`src/rtl/imem_boot_ctrl_if.sv`:
```
// Bundle between the boot controller, the external program loader,
// the hazard unit and the IF stage. The slave view belongs to the
// controller; the master view belongs to whatever drives loader and
// hazard inputs and consumes the IMEM write port and fetch controls.
interface imem_boot_ctrl_if #(
  parameter int PC_WIDTH   = 32,
  parameter int INST_WIDTH = 32,
  parameter int MEM_DEPTH  = 256
);
  localparam int CW = $clog2(MEM_DEPTH) + 1;

  // Loader side
  logic                  load_start;
  logic                  ld_valid;
  logic [INST_WIDTH-1:0] ld_data;
  logic                  ld_last;
  logic                  ld_ready;

  // IMEM write port
  logic                  imem_wr_en;
  logic [PC_WIDTH-1:0]   imem_wr_addr;
  logic [INST_WIDTH-1:0] imem_wr_data;

  // Hazard unit in, IF stage out
  logic                  hz_pc_write;
  logic                  hz_IF_ID_write;
  logic                  pc_write;
  logic                  IF_ID_write;
  logic                  force_pc_sel;
  logic [PC_WIDTH-1:0]   force_pc;

  // Status
  logic [CW-1:0]         word_count;
  logic                  load_done;
  logic                  load_error;

  modport slave (
    input  load_start, ld_valid, ld_data, ld_last,
    input  hz_pc_write, hz_IF_ID_write,
    output ld_ready,
    output imem_wr_en, imem_wr_addr, imem_wr_data,
    output pc_write, IF_ID_write, force_pc_sel, force_pc,
    output word_count, load_done, load_error
  );

  modport master (
    output load_start, ld_valid, ld_data, ld_last,
    output hz_pc_write, hz_IF_ID_write,
    input  ld_ready,
    input  imem_wr_en, imem_wr_addr, imem_wr_data,
    input  pc_write, IF_ID_write, force_pc_sel, force_pc,
    input  word_count, load_done, load_error
  );
endinterface

```
`src/rtl/imem_boot_ctrl.sv`:
```
// Instruction memory boot controller.
// Arbitrates IMEM ownership between the program loader and the core:
// while loading, the core is frozen and incoming words are written to
// consecutive IMEM words starting at BOOT_ADDR; afterwards the PC is
// forced to BOOT_ADDR for one cycle and fetch is handed back to the
// hazard unit.
// MEM_DEPTH must be a power of two >= 2 and BOOT_ADDR 4-byte aligned.
module imem_boot_ctrl #(
  parameter int                  PC_WIDTH   = 32,
  parameter int                  INST_WIDTH = 32,
  parameter int                  MEM_DEPTH  = 256,
  parameter logic [PC_WIDTH-1:0] BOOT_ADDR  = '0,
  parameter bit                  AUTO_LOAD  = 1'b1
) (
  input  logic             clk,
  input  logic             reset_n,
  imem_boot_ctrl_if.slave  bus
);

  localparam int            CW        = $clog2(MEM_DEPTH) + 1;
  localparam logic [CW-1:0] DEPTH_CNT = CW'(MEM_DEPTH);
  localparam logic [CW-1:0] LAST_SLOT = CW'(MEM_DEPTH - 1);

  typedef enum logic [2:0] {
    S_IDLE,
    S_LOAD,
    S_RELEASE,
    S_RUN,
    S_ERROR
  } state_t;

  state_t                r_state;
  state_t                w_next_state;

  logic [CW-1:0]         r_word_count;
  logic                  r_wr_en;
  logic [PC_WIDTH-1:0]   r_wr_addr;
  logic [INST_WIDTH-1:0] r_wr_data;
  logic                  r_load_done;
  logic                  r_load_error;

  logic                  w_ld_ready;
  logic                  w_handshake;
  logic                  w_final_word;
  logic                  w_enter_load;
  logic [PC_WIDTH-1:0]   w_wr_offset;
  logic                  w_pc_write;
  logic                  w_IF_ID_write;
  logic                  w_force_pc_sel;

  // Ready depends only on state and the registered count, never on
  // ld_valid, so the loader sees no combinational valid-to-ready path.
  assign w_ld_ready   = (r_state == S_LOAD) && (r_word_count < DEPTH_CNT);
  assign w_handshake  = bus.ld_valid && w_ld_ready;
  assign w_final_word = bus.ld_last || (r_word_count == LAST_SLOT);
  assign w_enter_load = (w_next_state == S_LOAD) && (r_state != S_LOAD);

  // Byte offset of the word being accepted; wraps modulo 2^PC_WIDTH.
  assign w_wr_offset  = PC_WIDTH'({r_word_count, 2'b00});

  // State register; the power-on state depends on AUTO_LOAD.
  always_ff @(posedge clk or negedge reset_n) begin
    if (!reset_n) begin
      if (AUTO_LOAD) r_state <= S_LOAD;
      else           r_state <= S_IDLE;
    end else begin
      r_state <= w_next_state;
    end
  end

  // Next-state logic plus the fetch controls decoded from state alone.
  always_comb begin
    w_next_state   = r_state;
    w_pc_write     = 1'b0;
    w_IF_ID_write  = 1'b0;
    w_force_pc_sel = 1'b0;
    case (r_state)
      S_IDLE: begin
        if (bus.load_start) w_next_state = S_LOAD;
      end
      S_LOAD: begin
        if (w_handshake && w_final_word) w_next_state = S_RELEASE;
      end
      S_RELEASE: begin
        w_pc_write     = 1'b1;
        w_force_pc_sel = 1'b1;
        if (bus.ld_valid) w_next_state = S_ERROR;
        else              w_next_state = S_RUN;
      end
      S_RUN: begin
        w_pc_write    = bus.hz_pc_write;
        w_IF_ID_write = bus.hz_IF_ID_write;
        if (bus.load_start) w_next_state = S_LOAD;
      end
      S_ERROR: begin
        if (bus.load_start) w_next_state = S_LOAD;
      end
      default: begin
        w_next_state = S_IDLE;
      end
    endcase
  end

  // IMEM write port: one cycle behind the handshake, address rewound
  // to BOOT_ADDR whenever a new load begins.
  always_ff @(posedge clk or negedge reset_n) begin
    if (!reset_n) begin
      r_wr_en   <= 1'b0;
      r_wr_addr <= BOOT_ADDR;
      r_wr_data <= '0;
    end else begin
      r_wr_en <= w_handshake;
      if (w_enter_load) begin
        r_wr_addr <= BOOT_ADDR;
      end else if (w_handshake) begin
        r_wr_addr <= BOOT_ADDR + w_wr_offset;
        r_wr_data <= bus.ld_data;
      end
    end
  end

  // Word counter: cleared on entry to LOAD, saturating at MEM_DEPTH.
  always_ff @(posedge clk or negedge reset_n) begin
    if (!reset_n) begin
      r_word_count <= '0;
    end else if (w_enter_load) begin
      r_word_count <= '0;
    end else if (w_handshake && (r_word_count < DEPTH_CNT)) begin
      r_word_count <= r_word_count + CW'(1);
    end
  end

  // Status flags: done is set when the release hands over to RUN, error
  // is sticky until the next load request.
  always_ff @(posedge clk or negedge reset_n) begin
    if (!reset_n) begin
      r_load_done  <= 1'b0;
      r_load_error <= 1'b0;
    end else begin
      if (w_enter_load || (w_next_state == S_ERROR)) begin
        r_load_done <= 1'b0;
      end else if ((r_state == S_RELEASE) && (w_next_state == S_RUN)) begin
        r_load_done <= 1'b1;
      end

      if (w_next_state == S_ERROR) begin
        r_load_error <= 1'b1;
      end else if ((r_state == S_ERROR) && (w_next_state == S_LOAD)) begin
        r_load_error <= 1'b0;
      end
    end
  end

  assign bus.ld_ready     = w_ld_ready;
  assign bus.imem_wr_en   = r_wr_en;
  assign bus.imem_wr_addr = r_wr_addr;
  assign bus.imem_wr_data = r_wr_data;
  assign bus.pc_write     = w_pc_write;
  assign bus.IF_ID_write  = w_IF_ID_write;
  assign bus.force_pc_sel = w_force_pc_sel;
  assign bus.force_pc     = BOOT_ADDR;
  assign bus.word_count   = r_word_count;
  assign bus.load_done    = r_load_done;
  assign bus.load_error   = r_load_error;

endmodule
```
`src/flat_wrapper.sv`:
```
// flat-port wrapper written by rule: the top's interface ports become plain ports
module imem_boot_ctrl_flat 
#(
  parameter int                  PC_WIDTH   = 32,
  parameter int                  INST_WIDTH = 32,
  parameter int                  MEM_DEPTH  = 256,
  parameter logic [PC_WIDTH-1:0] BOOT_ADDR  = '0,
  parameter bit                  AUTO_LOAD  = 1'b1
)
  (clk, reset_n, bus_load_start, bus_ld_valid, bus_ld_data, bus_ld_last, bus_hz_pc_write, bus_hz_IF_ID_write, bus_ld_ready, bus_imem_wr_en, bus_imem_wr_addr, bus_imem_wr_data, bus_pc_write, bus_IF_ID_write, bus_force_pc_sel, bus_force_pc, bus_word_count, bus_load_done, bus_load_error);
  imem_boot_ctrl_if #(.PC_WIDTH(PC_WIDTH), .INST_WIDTH(INST_WIDTH), .MEM_DEPTH(MEM_DEPTH)) bus_i ();
  input  logic clk;
  input  logic reset_n;
  input wire logic [$bits(bus_i.load_start)-1:0] bus_load_start;
  input wire logic [$bits(bus_i.ld_valid)-1:0] bus_ld_valid;
  input wire logic [$bits(bus_i.ld_data)-1:0] bus_ld_data;
  input wire logic [$bits(bus_i.ld_last)-1:0] bus_ld_last;
  input wire logic [$bits(bus_i.hz_pc_write)-1:0] bus_hz_pc_write;
  input wire logic [$bits(bus_i.hz_IF_ID_write)-1:0] bus_hz_IF_ID_write;
  output wire logic [$bits(bus_i.ld_ready)-1:0] bus_ld_ready;
  output wire logic [$bits(bus_i.imem_wr_en)-1:0] bus_imem_wr_en;
  output wire logic [$bits(bus_i.imem_wr_addr)-1:0] bus_imem_wr_addr;
  output wire logic [$bits(bus_i.imem_wr_data)-1:0] bus_imem_wr_data;
  output wire logic [$bits(bus_i.pc_write)-1:0] bus_pc_write;
  output wire logic [$bits(bus_i.IF_ID_write)-1:0] bus_IF_ID_write;
  output wire logic [$bits(bus_i.force_pc_sel)-1:0] bus_force_pc_sel;
  output wire logic [$bits(bus_i.force_pc)-1:0] bus_force_pc;
  output wire logic [$bits(bus_i.word_count)-1:0] bus_word_count;
  output wire logic [$bits(bus_i.load_done)-1:0] bus_load_done;
  output wire logic [$bits(bus_i.load_error)-1:0] bus_load_error;
  assign bus_i.load_start = bus_load_start;
  assign bus_i.ld_valid = bus_ld_valid;
  assign bus_i.ld_data = bus_ld_data;
  assign bus_i.ld_last = bus_ld_last;
  assign bus_i.hz_pc_write = bus_hz_pc_write;
  assign bus_i.hz_IF_ID_write = bus_hz_IF_ID_write;
  assign bus_ld_ready = bus_i.ld_ready;
  assign bus_imem_wr_en = bus_i.imem_wr_en;
  assign bus_imem_wr_addr = bus_i.imem_wr_addr;
  assign bus_imem_wr_data = bus_i.imem_wr_data;
  assign bus_pc_write = bus_i.pc_write;
  assign bus_IF_ID_write = bus_i.IF_ID_write;
  assign bus_force_pc_sel = bus_i.force_pc_sel;
  assign bus_force_pc = bus_i.force_pc;
  assign bus_word_count = bus_i.word_count;
  assign bus_load_done = bus_i.load_done;
  assign bus_load_error = bus_i.load_error;
  imem_boot_ctrl #(.PC_WIDTH(PC_WIDTH), .INST_WIDTH(INST_WIDTH), .MEM_DEPTH(MEM_DEPTH), .BOOT_ADDR(BOOT_ADDR), .AUTO_LOAD(AUTO_LOAD)) u_core (.clk(clk), .reset_n(reset_n), .bus(bus_i));
endmodule
```
`config.mk`:
```
export PLATFORM = sky130hd
export DESIGN_NAME = imem_boot_ctrl_flat
export DESIGN_NICKNAME = d
export VERILOG_FILES = /design/src/rtl/imem_boot_ctrl_if.sv /design/src/rtl/imem_boot_ctrl.sv /design/src/flat_wrapper.sv
export SDC_FILE = /design/constraint.sdc
export NUM_CORES = 1
export LEC_CHECK = 0
export CORE_MARGIN = 4
export CORE_UTILIZATION = 35
export CTS_CLUSTER_DIAMETER = 50
export CTS_CLUSTER_SIZE = 40
export DETAILED_ROUTE_END_ITERATION = 10
export PLACE_DENSITY = 0.73
export SLEW_MARGIN = 20
export SYNTH_ARGS = -nofsm -noshare
export SYNTH_HDL_FRONTEND = slang
export SYNTH_SLANG_ARGS = --single-unit
```
`constraint.sdc`:
```
create_clock -name clk -period 4.8 [get_ports clk]
set_clock_uncertainty 0.2 [all_clocks]
set_input_delay 1.44 -clock clk [delete_from_list [all_inputs] [get_ports clk]]
set_output_delay 1.44 -clock clk [all_outputs]
set_load 0.005 [all_outputs]
```
==> reports/metrics.cfg <==
[setup_path]
reg2reg_depth=3
path_delay_family=buffers and inverters
cp_max_fo=1
cp_data_arrival_time_ns=2.57
critPathLaunchType=primary input
cp_cell_sequence=clkdlybuf4s50_1 -> nand2_1 -> nor2_1 -> clkdlybuf4s50_1
cp_common_cell=clkdlybuf4s50_1
crit_required_ns=3.16
endpoint_kind=output pin
critPathBufInv=2
slowest_stage=clkdlybuf4s50_1
reg2reg_slack_ns=2.53
critPathMaxStageDelay_ns=0.51
reg2reg_to=u_core.bus.word_count[2]
worstSetupPathType=primary input to output pin
rr_startpoint=u_core.r_state[0]

[floorplanning]
core-area_sq_um=7810
start_util=0.364
die-area_sq_um=9620
rows=32
dieHeight_um=98.1
die_w_um=98.1
io_pins=151

[final_layout]
synthToLayoutAreaGrowth_pct=32.5
fin_nets=388
drive_gt1_frac=0.138
fin_util=0.482
fillers=724
diodes=0

[clock_tree]
cts_buffer_depth=2
holdBufCountCts=0
cts_tree=done
post_cts_resized=0
cts.sinks=56
htreeDepth=2
cts_buffers=5
path_clk_slew_ns=0.10
clockRootBuffer=clkbuf_8
clkLatencyLatePin_ns=0.30
post_cts_buffers=0

[drt]
firstDrtPassIters=4
drt_wl_total_mm=6.51
wl_per_cell_um=14.5
drc=0
via_count=2062
drt_iter0_drc=38
viasPerCell=4.58
drtAntennaViolNets=0

[logic_synthesis]
synth_area_sq_um=2840
synth.distinct_cells=39
synth.ff_latch_count=56
syn_inst=257
ys_seq_area_frac=0.494
yosysWarningCount=0
postSynthAreaPerCell_sq_um=11.1

[power_and_ir_drop]
p_switching_mw=0.599
power_frac_clock=0.158
swShare=0.309
power.density_nw_per_um2=515
intPower_mw=1.34
power_frac_comb=0.432
seqPwrFrac=0.409
ir_worst_vdd_mv=0.260
p_leak_nw=1.63

[grt]
grt-ovfl-total=0
grt_usage=0.131
grt_pass1_vias=2120
antenna_found_initial=0
grt_max_degree=35
grt_pass1_wl_mm=10.5

[worst_hold_path]
hold_path_class=flip-flop to flip-flop
hold_depth=1
min_from=u_core.bus.imem_wr_data[30]
hold_end=u_core.bus.imem_wr_data[30]

[timing]
fmax_mhz=238
worst_slew_pin_slew_ns=0.636
relSlewSlack=0.576
finalCritPeriodShare=0.877
finalMaxSlewViolations=0
finalCriticalPeriod_ns=4.21
setup-tns-final_ns=0
rsz0062_at_grt=no
hold_viol=0
setup_viol=0

[place]
port_buffers=95
routabilityCongestion=0.769
dpl.hpwl_mm=4.81

[status]
status=finished, final reports clean

[job]
drv_cap=0

[area by class of cell]
| class | count | area (sq um) | area share |
|---|---|---|---|
| clock buffers | 6 | 72.6 | 0.0193 |
| clock inverters | 2 | 35.0 | 0.00931 |
| inverters | 6 | 22.5 | 0.00599 |
| multi-input cells | 180 | 1130 | 0.301 |
| flip-flops and latches | 56 | 1400 | 0.373 |
| well taps | 102 | 128 | 0.0339 |
| repair buffers | 98 | 968 | 0.257 |
[state kept, by name, summed over array words and instances, names as in the netlist]
name                     count
u_core.r_state               3
u_core.bus.load_done         1
u_core.bus.word_count        9
u_core.bus.imem_wr_data     32
u_core.bus.load_error        1
u_core.bus.imem_wr_en        1
u_core.bus.imem_wr_addr      9
[power by group through the flow]
stage / sequential (mW) / clock, mW / combinational, mW
finish: 0.792 / 0.307 / 0.837
global route: 0.824 / 0.338 / 0.913
CTS: 0.795 / 0.319 / 0.854
detailed placement: 0.803 / 0 / 0.847
global placement: 0.791 / 0 / 0.834
floorplan: 0.768 / 0 / 0.410
[cells by family (layout without fill, tap and decap cells)]
| kind of cell | after synthesis | after routing | share of synthesized area |
|---|---|---|---|
| mux | 35 | 35 | 0.137 |
| other cells | 1 | 55 | 0.00132 |
| flops | 56 | 56 | 0.494 |
| compound gates | 38 | 38 | 0.0767 |
| buf+inv | 75 | 112 | 0.178 |
| fa+ha+maj | 2 | 2 | 0.00881 |
| simple gates | 50 | 50 | 0.104 |
[stage by stage]
stage	std cells	power, mW	area (sq um)	hold WS (ns)	worst slack, ns
after floorplan	311	1.18	3040	0.304	1.55
after global placement	442	1.63	3650	0.287	0.599
after detailed placement	442	1.65	3650	0.291	0.592
after CTS	450	1.97	3760	0.315	0.583
after global routing	450	2.07	3760	0.326	0.540
final	450	1.94	3760	0.311	0.591
[how the worst max path moves through the flow]
| stage | slack (ns) | depth (start not counted) | from | end |
|---|---|---|---|---|
| 3_3_place_gp | 0.60 | 4 | bus_hz_pc_write | bus_pc_write |
| 3_5_place_dp | 0.59 | 4 | bus_hz_IF_ID_write | bus_IF_ID_write |
| 5_1_grt | 0.54 | 4 | bus_hz_IF_ID_write | bus_IF_ID_write |
| 2_1_floorplan | 1.55 | 2 | bus_hz_pc_write | bus_pc_write |
| 6_report | 0.59 | 4 | bus_hz_IF_ID_write | bus_IF_ID_write |
| 4_1_cts | 0.58 | 4 | bus_hz_IF_ID_write | bus_IF_ID_write |
[placed cells by master, fill, tap and decap left out, types with 2 or more instances in the layout]
master           count
o21ai_0             15
conb_1              55
or4_1                3
nand3_1             14
o211ai_1             2
nand4_1              3
dfrtp_1             55
clkdlybuf4s50_1     94
buf_4                3
mux2_2              32
nor2_1               5
o31ai_1              3
clkbuf_8             5
or3_1                3
and2_1               2
nor3b_1              2
nand2_1              7
inv_1                6
ha_1                 2
mux2i_1              3
a21oi_1             13
[synthesized netlist by cell type, drive strengths merged]
library cell	number	area, sq um
nor4b	1	8.76
o21ba	1	10.0
and3b	1	8.76
nand4b	1	8.76
nand3b	1	7.51
o211ai	2	15.0
o32ai	1	8.76
and2	2	12.5
or3b	1	8.76
mux2	32	360
buf	60	450
a21oi	13	65.1
a31oi	1	6.26
or4b	1	13.8
nand4	3	18.8
or3	4	30.0
a22o	1	8.76
and3	1	6.26
nor4	1	6.26
o31ai	3	22.5
dfrtp	55	1380
or4	3	22.5
conb	1	3.75
nor2b	1	6.26
inv	6	22.5
clkbuf	9	33.8
o22ai	1	6.26
nand2	7	26.3
mux2i	3	30.0
o21ai	15	75.1
nor2	5	18.8
nor3b	2	15.0
nand3	14	70.1
dfstp	1	26.3
nor3	1	5.00
ha	2	25.0
[layer usage]
metal	vias to the layer above	global-route usage	routed length [um]
met3	4	0.0721	901
met2	112	0.219	3120
met5	-	0	0
li1	953	-	-
met1	993	0.150	2460
met4	0	0.0256	29
Note: power is estimated with default switching activity, not from simulation.
